File: config.mk
export PLATFORM = sky130hd
export DESIGN_NAME = operand_bank_flat
export DESIGN_NICKNAME = d
export VERILOG_FILES = /design/src/rtl/operand_bank_if.sv /design/src/rtl/operand_bank.sv /design/src/flat_wrapper.sv
export SDC_FILE = /design/constraint.sdc
export NUM_CORES = 1
export LEC_CHECK = 0
export CAP_MARGIN = 20
export CORE_MARGIN = 4
export CORE_UTILIZATION = 45
export DETAILED_ROUTE_END_ITERATION = 6
export MAX_ROUTING_LAYER = met4
export PLACE_DENSITY = 0.7
export SYNTH_ARGS = -nofsm -noshare
export SYNTH_HDL_FRONTEND = slang
export SYNTH_SLANG_ARGS = --single-unit
File: constraint.sdc
create_clock -name clk_i -period 3.9 [get_ports clk_i]
set_input_delay 0.78 -clock clk_i [delete_from_list [all_inputs] [get_ports clk_i]]
set_output_delay 0.78 -clock clk_i [all_outputs]
set_load 0.05 [all_outputs]
File: src/rtl/operand_bank_if.sv
// Bus/compute-side signal bundle for operand_bank; master drives requests, slave is the bank store.
interface operand_bank_if #(
  parameter int DATA_WIDTH = 8,
  parameter int MAX_DIM    = 4,
  parameter int BANK_W     = 1,
  parameter int IDX_W      = 2
);
  logic                                  wr_en_i;
  logic [BANK_W-1:0]                     wr_bank_i;
  logic [IDX_W-1:0]                      wr_row_i;
  logic [DATA_WIDTH*MAX_DIM-1:0]         wr_data_i;
  logic [MAX_DIM-1:0]                    wr_strb_i;
  logic                                  wr_err_o;
  logic                                  rd_en_i;
  logic [BANK_W-1:0]                     rd_bank_i;
  logic                                  rd_sel_col_i;
  logic [IDX_W-1:0]                      rd_idx_i;
  logic [DATA_WIDTH*MAX_DIM-1:0]         rd_data_o;
  logic                                  rd_valid_o;
  logic [IDX_W:0]                        dim_rows_i;
  logic [IDX_W:0]                        dim_cols_i;
  logic                                  transpose_i;
  logic                                  swap_req_i;
  logic                                  swap_ack_o;
  logic                                  clr_req_i;
  logic [BANK_W-1:0]                     clr_bank_i;
  logic                                  busy_o;
  logic [BANK_W-1:0]                     active_bank_o;
  logic [DATA_WIDTH*MAX_DIM*MAX_DIM-1:0] mat_flat_o;

  modport master (
    output wr_en_i, wr_bank_i, wr_row_i, wr_data_i, wr_strb_i,
    output rd_en_i, rd_bank_i, rd_sel_col_i, rd_idx_i,
    output dim_rows_i, dim_cols_i, transpose_i, swap_req_i, clr_req_i, clr_bank_i,
    input  wr_err_o, rd_data_o, rd_valid_o, swap_ack_o, busy_o, active_bank_o, mat_flat_o
  );

  modport slave (
    input  wr_en_i, wr_bank_i, wr_row_i, wr_data_i, wr_strb_i,
    input  rd_en_i, rd_bank_i, rd_sel_col_i, rd_idx_i,
    input  dim_rows_i, dim_cols_i, transpose_i, swap_req_i, clr_req_i, clr_bank_i,
    output wr_err_o, rd_data_o, rd_valid_o, swap_ack_o, busy_o, active_bank_o, mat_flat_o
  );
endinterface

File: src/rtl/operand_bank.sv
// Multi-bank operand matrix store: bus writes shadow banks, compute reads the active bank flat.
// Readback 1-cycle latency; no backpressure, illegal writes are dropped and flagged via wr_err_o.
module operand_bank #(
  parameter int DATA_WIDTH = 8,
  parameter int MAX_DIM    = 4,
  parameter int NUM_BANKS  = 2,
  parameter int BANK_W     = 1,
  parameter int IDX_W      = 2
) (
  input  logic          clk_i,
  input  logic          rst_n_i,
  operand_bank_if.slave bus
);
  localparam int BIDX_W = (NUM_BANKS > 1) ? $clog2(NUM_BANKS) : 1;
  localparam int RIDX_W = (MAX_DIM > 1) ? $clog2(MAX_DIM) : 1;
  localparam int DW     = DATA_WIDTH;

  typedef enum logic [1:0] {IDLE, CLEAR, SWAP} state_t;

  logic [DW-1:0]          mem [NUM_BANKS][MAX_DIM][MAX_DIM];
  state_t                 state_q, state_d;
  logic [IDX_W-1:0]       row_cnt_q, row_cnt_d;
  logic [BANK_W-1:0]      clr_bank_q, clr_bank_d;
  logic [BANK_W-1:0]      active_q, active_d;
  logic                   swap_pend_q, swap_pend_d;
  logic                   wr_err_q, rd_valid_q;
  logic [DW*MAX_DIM-1:0]  rd_data_q, rd_word;
  logic                   wr_ok, clr_ok, busy;
  logic [BANK_W-1:0]      next_bank;

  // Narrow indices used only after the matching range check has passed.
  logic [BIDX_W-1:0] wr_b, rd_b, clr_b, act_b;
  logic [RIDX_W-1:0] wr_r, rd_r, clr_r;

  assign wr_b  = bus.wr_bank_i[BIDX_W-1:0];
  assign rd_b  = bus.rd_bank_i[BIDX_W-1:0];
  assign clr_b = clr_bank_q[BIDX_W-1:0];
  assign act_b = active_q[BIDX_W-1:0];
  assign wr_r  = bus.wr_row_i[RIDX_W-1:0];
  assign rd_r  = bus.rd_idx_i[RIDX_W-1:0];
  assign clr_r = row_cnt_q[RIDX_W-1:0];

  assign busy      = (state_q == CLEAR);
  assign clr_ok    = int'(bus.clr_bank_i) < NUM_BANKS;
  assign next_bank = (int'(active_q) >= NUM_BANKS - 1) ? '0 : active_q + BANK_W'(1);
  assign wr_ok     = (int'(bus.wr_bank_i) < NUM_BANKS) && (int'(bus.wr_row_i) < MAX_DIM) &&
                     (bus.wr_bank_i != active_q) && !(busy && (bus.wr_bank_i == clr_bank_q));

  always_comb begin
    state_d     = state_q;
    row_cnt_d   = row_cnt_q;
    clr_bank_d  = clr_bank_q;
    swap_pend_d = swap_pend_q;
    active_d    = active_q;
    case (state_q)
      IDLE: begin
        if (bus.clr_req_i && clr_ok) begin
          state_d     = CLEAR;
          row_cnt_d   = '0;
          clr_bank_d  = bus.clr_bank_i;
          swap_pend_d = bus.swap_req_i;
        end else if (bus.swap_req_i) begin
          state_d  = SWAP;
          active_d = next_bank;
        end
      end
      CLEAR: begin
        if (row_cnt_q == IDX_W'(MAX_DIM - 1)) begin
          swap_pend_d = 1'b0;
          if (swap_pend_q || bus.swap_req_i) begin
            state_d  = SWAP;
            active_d = next_bank;
          end else begin
            state_d = IDLE;
          end
        end else begin
          row_cnt_d = row_cnt_q + IDX_W'(1);
          if (bus.swap_req_i) swap_pend_d = 1'b1;
        end
      end
      SWAP:    state_d = IDLE;
      default: state_d = IDLE;
    endcase
  end

  always_ff @(posedge clk_i or negedge rst_n_i) begin
    if (!rst_n_i) begin
      state_q     <= IDLE;
      row_cnt_q   <= '0;
      clr_bank_q  <= '0;
      active_q    <= '0;
      swap_pend_q <= 1'b0;
    end else begin
      state_q     <= state_d;
      row_cnt_q   <= row_cnt_d;
      clr_bank_q  <= clr_bank_d;
      active_q    <= active_d;
      swap_pend_q <= swap_pend_d;
    end
  end

  // Writes never target the bank under clear, so both updates can share one process.
  always_ff @(posedge clk_i or negedge rst_n_i) begin
    if (!rst_n_i) begin
      for (int b = 0; b < NUM_BANKS; b++)
        for (int r = 0; r < MAX_DIM; r++)
          for (int c = 0; c < MAX_DIM; c++)
            mem[b][r][c] <= '0;
      wr_err_q <= 1'b0;
    end else begin
      wr_err_q <= bus.wr_en_i && !wr_ok;
      if (bus.wr_en_i && wr_ok) begin
        for (int e = 0; e < MAX_DIM; e++)
          if (bus.wr_strb_i[e]) mem[wr_b][wr_r][e] <= bus.wr_data_i[e*DW +: DW];
      end
      if (busy) begin
        for (int e = 0; e < MAX_DIM; e++)
          mem[clr_b][clr_r][e] <= '0;
      end
    end
  end

  always_comb begin
    rd_word = '0;
    if ((int'(bus.rd_bank_i) < NUM_BANKS) && (int'(bus.rd_idx_i) < MAX_DIM)) begin
      for (int e = 0; e < MAX_DIM; e++)
        rd_word[e*DW +: DW] = bus.rd_sel_col_i ? mem[rd_b][RIDX_W'(e)][rd_r]
                                               : mem[rd_b][rd_r][RIDX_W'(e)];
    end
  end

  always_ff @(posedge clk_i or negedge rst_n_i) begin
    if (!rst_n_i) begin
      rd_data_q  <= '0;
      rd_valid_q <= 1'b0;
    end else begin
      rd_valid_q <= bus.rd_en_i;
      if (bus.rd_en_i) rd_data_q <= rd_word;
    end
  end

  // Dims are compared after transpose; any dim >= MAX_DIM already passes every index.
  always_comb begin
    bus.mat_flat_o = '0;
    for (int r = 0; r < MAX_DIM; r++)
      for (int c = 0; c < MAX_DIM; c++)
        if ((r < int'(bus.dim_rows_i)) && (c < int'(bus.dim_cols_i)))
          bus.mat_flat_o[(r*MAX_DIM + c)*DW +: DW] =
            bus.transpose_i ? mem[act_b][RIDX_W'(c)][RIDX_W'(r)]
                            : mem[act_b][RIDX_W'(r)][RIDX_W'(c)];
  end

  assign bus.wr_err_o      = wr_err_q;
  assign bus.rd_data_o     = rd_data_q;
  assign bus.rd_valid_o    = rd_valid_q;
  assign bus.swap_ack_o    = (state_q == SWAP);
  assign bus.busy_o        = busy;
  assign bus.active_bank_o = active_q;
endmodule

File: src/flat_wrapper.sv
// flat-port wrapper written by rule: the top's interface ports become plain ports
module operand_bank_flat 
#(
  parameter int DATA_WIDTH = 8,
  parameter int MAX_DIM    = 4,
  parameter int NUM_BANKS  = 2,
  parameter int BANK_W     = 1,
  parameter int IDX_W      = 2
)
  (clk_i, rst_n_i, bus_wr_en_i, bus_wr_bank_i, bus_wr_row_i, bus_wr_data_i, bus_wr_strb_i, bus_rd_en_i, bus_rd_bank_i, bus_rd_sel_col_i, bus_rd_idx_i, bus_dim_rows_i, bus_dim_cols_i, bus_transpose_i, bus_swap_req_i, bus_clr_req_i, bus_clr_bank_i, bus_wr_err_o, bus_rd_data_o, bus_rd_valid_o, bus_swap_ack_o, bus_busy_o, bus_active_bank_o, bus_mat_flat_o);
  operand_bank_if #(.DATA_WIDTH(DATA_WIDTH), .MAX_DIM(MAX_DIM), .BANK_W(BANK_W), .IDX_W(IDX_W)) bus_i ();
  input  logic clk_i;
  input  logic rst_n_i;
  input wire logic [$bits(bus_i.wr_en_i)-1:0] bus_wr_en_i;
  input wire logic [$bits(bus_i.wr_bank_i)-1:0] bus_wr_bank_i;
  input wire logic [$bits(bus_i.wr_row_i)-1:0] bus_wr_row_i;
  input wire logic [$bits(bus_i.wr_data_i)-1:0] bus_wr_data_i;
  input wire logic [$bits(bus_i.wr_strb_i)-1:0] bus_wr_strb_i;
  input wire logic [$bits(bus_i.rd_en_i)-1:0] bus_rd_en_i;
  input wire logic [$bits(bus_i.rd_bank_i)-1:0] bus_rd_bank_i;
  input wire logic [$bits(bus_i.rd_sel_col_i)-1:0] bus_rd_sel_col_i;
  input wire logic [$bits(bus_i.rd_idx_i)-1:0] bus_rd_idx_i;
  input wire logic [$bits(bus_i.dim_rows_i)-1:0] bus_dim_rows_i;
  input wire logic [$bits(bus_i.dim_cols_i)-1:0] bus_dim_cols_i;
  input wire logic [$bits(bus_i.transpose_i)-1:0] bus_transpose_i;
  input wire logic [$bits(bus_i.swap_req_i)-1:0] bus_swap_req_i;
  input wire logic [$bits(bus_i.clr_req_i)-1:0] bus_clr_req_i;
  input wire logic [$bits(bus_i.clr_bank_i)-1:0] bus_clr_bank_i;
  output wire logic [$bits(bus_i.wr_err_o)-1:0] bus_wr_err_o;
  output wire logic [$bits(bus_i.rd_data_o)-1:0] bus_rd_data_o;
  output wire logic [$bits(bus_i.rd_valid_o)-1:0] bus_rd_valid_o;
  output wire logic [$bits(bus_i.swap_ack_o)-1:0] bus_swap_ack_o;
  output wire logic [$bits(bus_i.busy_o)-1:0] bus_busy_o;
  output wire logic [$bits(bus_i.active_bank_o)-1:0] bus_active_bank_o;
  output wire logic [$bits(bus_i.mat_flat_o)-1:0] bus_mat_flat_o;
  assign bus_i.wr_en_i = bus_wr_en_i;
  assign bus_i.wr_bank_i = bus_wr_bank_i;
  assign bus_i.wr_row_i = bus_wr_row_i;
  assign bus_i.wr_data_i = bus_wr_data_i;
  assign bus_i.wr_strb_i = bus_wr_strb_i;
  assign bus_i.rd_en_i = bus_rd_en_i;
  assign bus_i.rd_bank_i = bus_rd_bank_i;
  assign bus_i.rd_sel_col_i = bus_rd_sel_col_i;
  assign bus_i.rd_idx_i = bus_rd_idx_i;
  assign bus_i.dim_rows_i = bus_dim_rows_i;
  assign bus_i.dim_cols_i = bus_dim_cols_i;
  assign bus_i.transpose_i = bus_transpose_i;
  assign bus_i.swap_req_i = bus_swap_req_i;
  assign bus_i.clr_req_i = bus_clr_req_i;
  assign bus_i.clr_bank_i = bus_clr_bank_i;
  assign bus_wr_err_o = bus_i.wr_err_o;
  assign bus_rd_data_o = bus_i.rd_data_o;
  assign bus_rd_valid_o = bus_i.rd_valid_o;
  assign bus_swap_ack_o = bus_i.swap_ack_o;
  assign bus_busy_o = bus_i.busy_o;
  assign bus_active_bank_o = bus_i.active_bank_o;
  assign bus_mat_flat_o = bus_i.mat_flat_o;
  operand_bank #(.DATA_WIDTH(DATA_WIDTH), .MAX_DIM(MAX_DIM), .NUM_BANKS(NUM_BANKS), .BANK_W(BANK_W), .IDX_W(IDX_W)) u_core (.clk_i(clk_i), .rst_n_i(rst_n_i), .bus(bus_i));
endmodule
---- After elaboration in Yosys (flattened, before gate mapping) ----
Index checks and enable logic that the tools add are counted.
cells by class
  mux-type cells .......................... 102
  magnitude comparators ................... 20
  add/sub/neg operators ................... 2
  bitwise operators ....................... 15
  reductions and logical operators ........ 34
  eq/ne operators ......................... 13
operators by type and width
  kind                count
  $mux 256            9
  $mux 128            14
  $and 256x256->256   4
  $bwmux 256          4
  $demux 128 s1       8
  $not 256->256       4
  $demux 32 s2        8
  $mux 8              29
  $mux 32             4
  $bmux 32 s2         1
  $bmux 8 s2          3
  $mux 24             2
  $mux 16             2
  $logic_and 1x1->1   24
  $lt 1x3->1 const A  4
  $lt 2x3->1 const A  4
  $mux 2              6
  $ne 2x2->1 const B  6
  $ge 3x3->1 const B  3
  $not 2->3           3
  $ge 2x2->1 const B  4
  $mux 1              8
  $not 1->2           4
  $pmux 2 s2          2
  other kinds (18)    26
word-level totals
  bits in registers ....................... 297
  output and inout bits ................... 165
  input bits .............................. 57
  logic and storage cells ................. 226

---- Longest topological paths before layout ----
Gate-level depths: netlist (run 1).
  word-level depth ........................ 24
  depth in mapped cells ................... 8
  depth with buffers taken out ............ 5

---- Worst setup path after synthesis (run 1) ----
Ideal clock, no wire load.
  path type ............................... register to output
  start point ............................. register u_core.active_q (netlist: u_core.bus.active_bank_o)
  end point ............................... output bus_mat_flat_o[0]
  data required time ...................... 3.120 ns
  slack ................................... 0.547 ns
  data arrival time ....................... 2.573 ns
  buffers on the path ..................... 4
  cell stages (with the launch flop) ...... 7
  cells stage by stage .................... dfrtp_1 buf_2 buf_2 buf_2 buf_2 mux2i_1 nor2_1
between the ends
  word-level cells in the longest chain between the ends .. 5
RTL lines
  item                             line                                      text
  start: declaration               operand_bank.sv:24                        logic [BANK_W-1:0] active_q, active_d;
  start signal: assignment         operand_bank.sv:97                        active_q <= active_d;
  $not 1->2 (not written as such)  operand_bank.sv:149, operand_bank.sv:150
  $mux 128 (not written as such)   operand_bank.sv:149, operand_bank.sv:150
  $mux 128 (2 in series)           n/a
  $mux 8                           operand_bank.sv:147                       if ((r < int'(bus.dim_rows_i)) && (c < int'(bus.dim_cols_i)))
  end: declaration                 flat_wrapper.sv:35                        output wire logic [$bits(bus_i.mat_flat_o)-1:0] bus_mat_flat_o;
No other way between the ends. The select of a mux whose other input is x is not followed.

---- Worst setup path after layout (run 1) ----
  start point ............................. register u_core.active_q (netlist: u_core.bus.active_bank_o)
  end point ............................... output bus_mat_flat_o[35]
between the ends
  word-level cells in the longest chain between the ends .. 6
RTL lines
  item                                          line                                      text
  $not 1->2 (not written as such)               operand_bank.sv:149, operand_bank.sv:150
  $mux 128                                      n/a
  $mux 128 (not written as such) (2 in series)  operand_bank.sv:149                       bus.transpose_i ? mem[act_b][RIDX_W'(c)][RIDX_W'(r)]
  $mux 8                                        operand_bank.sv:149
  $mux 8                                        operand_bank.sv:147
No other way between the ends. The select of a mux whose other input is x is not followed.

==> results.py, run 1 <==
metrics = {
    "sta": {
        "max_freq_mhz": 283,
        "drv_slew": 0,
        "post-route-period-util": 0.907,
        "fin_setup_tns_ns": 0,
        "fin_skew_ns": 0.0193,
        "finalHoldViolCount": 0,
        "rsz0062_at_grt": "false",
        "tightest_slew_ns": 0.985,
        "setup_viol": 0,
        "relSlewSlack": 0.342,
        "period_needed_ns": 3.54,
        "holdWs_ns": 0.345,
    },
    "routing": {
        "vias_per_cell": 5.66,
        "routed_wl_mm": 36.3,
        "drtIter0Drc": 1040,
        "drc_errors": 0,
        "num_vias": 9427,
        "drt.antenna.violating_nets": 0,
        "wire_per_inst_um": 21.8,
        "drt_pre_antenna_iters": 5,
    },
    "final_layout": {
        "num_antenna_cells": 0,
        "final_nets": 1369,
        "layout_commonest_cell": "dfrtp_1",
        "layout_common_cells": "dfrtp_1 (216), nand2_1 (204), mux2i_1 (141)",
        "layout-drive-gt1-share": 0.134,
        "synthToLayoutAreaGrowth_pct": 16.0,
        "fin_area_um2": 14400,
        "fin_util": 0.531,
    },
    "critical_path": {
        "crit_cells": 4,
        "path_delay_family": "flip-flops",
        "crit_chain": "buf_4, mux4_2, nor2b_1, buf_12",
        "cp.required_ns": 3.12,
        "slowest_stage": "dfrtp_2",
        "cp_num_buf_inv": 2,
        "cp-start-kind": "flop",
        "rr_worst_depth": 4,
        "cp_slowest_stage_delay_ns": 0.99,
        "cp-end-kind": "output port",
        "cp.arrival_ns": 2.76,
        "critPathMaxFanout": 33,
        "setup.worst_path.class": "flop to output port",
    },
    "hold_path": {
        "hp-class": "input pin to asynchronous set/reset pin",
    },
    "run_status": {
        "outcome": "completed",
    },
    "place": {
        "dpl_cell_area_um2": 13400,
        "dp_hpwl_mm": 26.3,
        "gp_congestion": 0.966,
        "portBuffers": 109,
    },
    "logic_synthesis": {
        "synth_edf_count": 0,
        "ys_warn_count": 0,
        "synth.distinct_cells": 45,
        "async_reset_ff_frac": 1.00,
        "post_synth_instance_area_um2": 12400,
        "synth_ff_type": "dfrtp_1",
        "synth_cells": 1229,
        "synth_top_area_share": 0.439,
        "yosysTopAreaCell": "dfrtp_1",
        "synth.area.top_cells": "dfrtp_1 (44%), mux2i_1 (11%), mux4_2 (9.3%)",
        "seq_area_frac_synth": 0.439,
        "syn_avg_cell_area_um2": 10.1,
        "synth_seq_cells": 217,
    },
    "clock_network": {
        "hold_buffers": 0,
        "cts_sinks": 217,
        "cts_max_level": 1,
        "post_cts_resized": 0,
        "clkSlewWorstSetupHoldPaths_ns": 0.06,
        "insertion_delay_ns": 0.53,
        "cts_root_buffer": "clkbuf_16",
        "cts_buffer_depth": 3,
        "cts_tree": "yes",
        "postCtsSetupRepairBufs": 0,
        "numCtsBuffers": 24,
    },
    "global_routing": {
        "grt_max_degree": 98,
        "antenna_found_initial": 0,
        "overflow": 0,
        "grt_usage": 0.241,
        "grt_pass1_wl_mm": 55.5,
        "grt_pass1_vias": 9023,
    },
    "floorplan": {
        "coreArea_um2": 27000,
        "die_w_um": 174,
        "start_util": 0.458,
        "pin_count": 222,
        "row_count": 60,
        "die_height_um": 174,
        "die_area_um2": 30200,
    },
    "power_and_ir_drop": {
        "power_per_cell_area_nw_per_um2": 669,
        "leakage_nw": 6.66,
        "vdd_drop_max_mv": 0.345,
    },
    "job": {
        "maxCapViolations": 0,
    },
}
==> metal layers <==
| layer | track usage | share of wire |
|---|---|---|
| met2 | 0.363 | 0.46 |
| met4 | 0.0914 | 0.040 |
| met5 | - | 0 |
| met1 | 0.329 | 0.42 |
| met3 | 0.0403 | 0.084 |
==> flip-flops by register name, indices dropped and copies added, names as in the netlist <==
name / count
u_core.mem: 192
u_core.clr_b: 1
u_core.clr_r: 2
u_core.bus.wr_err_o: 1
u_core.bus.rd_data_o: 16
u_core.state_q: 2
u_core.swap_pend_q: 1
u_core.bus.active_bank_o: 1
u_core.bus.rd_valid_o: 1
==> stage by stage <==
step           power (W)  instances  setup WS, ns
2_1_floorplan    0.00593       1340         0.547
3_3_place_gp     0.00688       1623         0.403
3_5_place_dp     0.00699       1623         0.357
4_1_cts          0.00959       1667         0.327
5_1_grt           0.0101       1667         0.249
6_report         0.00960       1667         0.363
==> worst paths after layout <==
| check | to | start | slack, ns |
|---|---|---|---|
| setup / recovery | bus_mat_flat_o[35] | u_core.bus.active_bank_o | 0.36 |
| hold / removal | u_core.mem[255] | rst_n_i | 0.34 |
| setup reg to reg | u_core.mem[20] | u_core.state_q[1] | 1.17 |
| hold reg to reg | u_core.mem[200] | u_core.mem[200] | 0.52 |
| max in group asynchronous | u_core.mem[52] | rst_n_i | 2.72 |
| min in group clk_i | u_core.mem[200] | u_core.mem[200] | 0.52 |
==> where the power goes <==
group,internal (W),switching [W]
registers,0.00297,0.000685
logic,0.00126,0.00209
clock network,0.00167,0.000935
total,0.00589,0.00371
==> cell usage after synthesis, types with 2 or more instances <==
cell type and n:
o21ai_1 9, nand3_1 14, mux2_2 7, o22ai_1 21, nand4_2 3, nand2_1 204
inv_1 8, and2_1 5, or3_1 4, o21ai_0 100, dfrtp_1 217, nor3_4 4
nand4b_1 4, buf_4 115, nand2b_1 3, nor2_1 136, buf_2 30, clkbuf_1 50
nor4_4 2, o32ai_1 6, nor3_1 3, o211ai_1 6, ha_1 4, mux4_2 51
mux2i_1 141, a21oi_1 4, nor2b_1 23, nor3b_2 2, a211oi_1 16, nand3b_1 8
buf_1 4, nor4_2 12
==> kinds of logic (layout without fill, tap and decap cells) <==
logic type                 Yosys count  in the layout  synth area share
xor gates and xnor gates             1              1          0.000708
DFF                                217            217             0.439
other                                1            112          0.000303
and+or+nand+nor                    433            433             0.165
muxes                              199            199             0.213
buffers and inverters              208            194             0.101
adders and majority gates            4              4           0.00404
AOI/OAI and AO/OA                  166            166            0.0767
==> cell type report <==
type	instances	area, µm²
well taps	341	427
inverters	9	35.0
clock inverters	9	210
flip-flops and latches	217	5430
clock buffers	35	712
repair buffers	141	1430
fillers	2342	12700
multi-input cells	915	6110
No activity file was read; power rests on OpenSTA's default activity.
==> run 2: changes to the inputs <==
--- a/config.mk
+++ b/config.mk
@@ -6,7 +6,7 @@
 export NUM_CORES = 1
 export LEC_CHECK = 0
 export CAP_MARGIN = 20
-export CORE_MARGIN = 4
+export CORE_MARGIN = 2
 export CORE_UTILIZATION = 45
 export DETAILED_ROUTE_END_ITERATION = 6
 export MAX_ROUTING_LAYER = met4
==> constraint.sdc (replaced) <==
create_clock -name clk_i -period 4.4 [get_ports clk_i]
set_input_delay 0.88 -clock clk_i [delete_from_list [all_inputs] [get_ports clk_i]]
set_output_delay 0.88 -clock clk_i [all_outputs]
set_load 0.05 [all_outputs]
==> results.py, run 2 (same netlist as run 1, synthesis figures left out) <==
metrics = {
    "run_status": {
        "outcome": "completed",
    },
    "routing": {
        "drc_errors": 0,
        "drt_pre_antenna_iters": 5,
        "drt.antenna.violating_nets": 0,
        "num_vias": 9452,
        "routed_wl_mm": 36.0,
        "wire_per_inst_um": 21.7,
        "drtIter0Drc": 1065,
        "vias_per_cell": 5.70,
    },
    "final_layout": {
        "fill_cells": 2390,
        "synthToLayoutAreaGrowth_pct": 14.0,
        "multi_input_area_um2": 6120,
        "regMostFlops": "u_core.mem",
        "layout_commonest_cell": "dfrtp_1",
        "num_antenna_cells": 0,
        "largest_reg_flops": 192,
        "final_nets": 1362,
        "layout_common_cells": "dfrtp_1 (216), nand2_1 (204), mux2i_1 (141)",
        "register_area_um2": 5430,
        "layout-drive-gt1-share": 0.115,
        "stdcell_count": 1658,
    },
    "critical_path": {
        "cp.arrival_ns": 3.06,
        "critPathMaxFanout": 10,
        "cp-end-kind": "output port",
        "cp.required_ns": 3.52,
        "setup.worst_path.class": "input pin to output port",
        "cp-start-kind": "input pin",
    },
    "sta": {
        "tightest_slew_ns": 0.966,
        "fin_skew_ns": 0.00960,
        "drv_slew": 0,
        "setup_viol": 0,
        "post-route-period-util": 0.896,
        "fin_setup_tns_ns": 0,
        "finalHoldViolCount": 0,
        "relSlewSlack": 0.356,
        "period_needed_ns": 3.94,
        "max_freq_mhz": 254,
        "rsz0062_at_grt": "false",
    },
    "clock_network": {
        "hold_buffers": 0,
        "postCtsSetupRepairBufs": 0,
        "numCtsBuffers": 24,
        "insertion_delay_ns": 0.52,
        "cts_buffer_depth": 3,
        "cts_max_level": 1,
        "cts_root_buffer": "clkbuf_16",
        "cts_sinks": 217,
        "clkSlewWorstSetupHoldPaths_ns": 0.06,
        "cts_tree": "yes",
        "post_cts_resized": 0,
    },
    "global_routing": {
        "grt_usage": 0.260,
        "antenna_found_initial": 0,
        "grt_pass1_wl_mm": 55.1,
        "overflow": 0,
        "grt_max_degree": 107,
        "grt_pass1_vias": 9092,
    },
    "floorplan": {
        "start_util": 0.459,
        "row_count": 60,
        "die_area_um2": 28800,
        "pin_count": 222,
        "die_w_um": 170,
        "coreArea_um2": 27000,
        "die_height_um": 170,
    },
    "place": {
        "place_inst": 1616,
        "gp_congestion": 0.944,
        "dp_hpwl_mm": 25.6,
        "portBuffers": 109,
    },
    "power_and_ir_drop": {
        "power_per_cell_area_nw_per_um2": 581,
        "leakage_nw": 6.52,
        "vdd_drop_max_mv": 0.274,
    },
    "job": {
        "maxCapViolations": 0,
    },
    "hold_path": {
        "hp-class": "input pin to asynchronous set/reset pin",
    },
}
## run 2: per-stage QoR
stage	setup WS, ns	area [µm²]	total power, W	util	hold slack (ns)
after global placement	0.510	13300	0.00605	0.494	0.499
after CTS	0.459	14100	0.00820	0.524	0.505
after global routing	0.353	14100	0.00861	0.524	0.538
final	0.459	14100	0.00820	0.524	0.454
after floorplan	0.947	12800	0.00525	-	0.480
after detailed placement	0.463	13300	0.00614	0.494	0.506
## run 2: power breakdown
part           internal (W)  switching (W)  total (W)
Combinational       0.00106        0.00187    0.00293
Clock               0.00125       0.000807    0.00206
Sequential          0.00263       0.000585    0.00321
Total               0.00494        0.00326    0.00820
## run 2: worst max-delay path, stage by stage
cell	delay [ns]
clkdlybuf4s50_1	0.76
buf_4	0.25
mux4_2	0.30
nor2b_1	0.14
clkdlybuf4s50_1	0.73
## run 2: final timing paths
kind,from,to,slack [ns],depth (start not counted)
worst max-delay path,bus_transpose_i,bus_mat_flat_o[34],0.46,5
worst min-delay path,rst_n_i,u_core.mem[49],0.45,1
worst max register to register,u_core.bus.active_bank_o,u_core.mem[191],1.39,5
worst min register to register,u_core.mem[200],u_core.mem[200],0.52,2
max in group asynchronous,rst_n_i,u_core.mem[198],2.95,2
min in group clk_i,u_core.mem[200],u_core.mem[200],0.52,2
## run 2: layout make-up
| cell class | count | area share |
|---|---|---|
| well taps | 341 | 0.0302 |
| inverters | 9 | 0.00248 |
| flip-flops and latches | 217 | 0.385 |
| clock buffers | 37 | 0.0518 |
| multi-input cells | 915 | 0.434 |
| clock inverters | 5 | 0.00532 |
| repair buffers | 134 | 0.0916 |
## run 2: routing by layer
layer	track usage	part of all wire
met5	-	0
met4	0.102	0.046
met3	0.0570	0.093
met2	0.397	0.46
met1	0.341	0.40
==> run 3: changes to the inputs <==
--- a/config.mk
+++ b/config.mk
@@ -11,6 +11,8 @@
 export DETAILED_ROUTE_END_ITERATION = 6
 export MAX_ROUTING_LAYER = met4
 export PLACE_DENSITY = 0.7
+export SKIP_LAST_GASP = 1
+export SLEW_MARGIN = 20
 export SYNTH_ARGS = -nofsm -noshare
 export SYNTH_HDL_FRONTEND = slang
 export SYNTH_SLANG_ARGS = --single-unit
==> results of run 3 <==
Same layout as run 2: the final DEF is identical, and so are final timing and power.
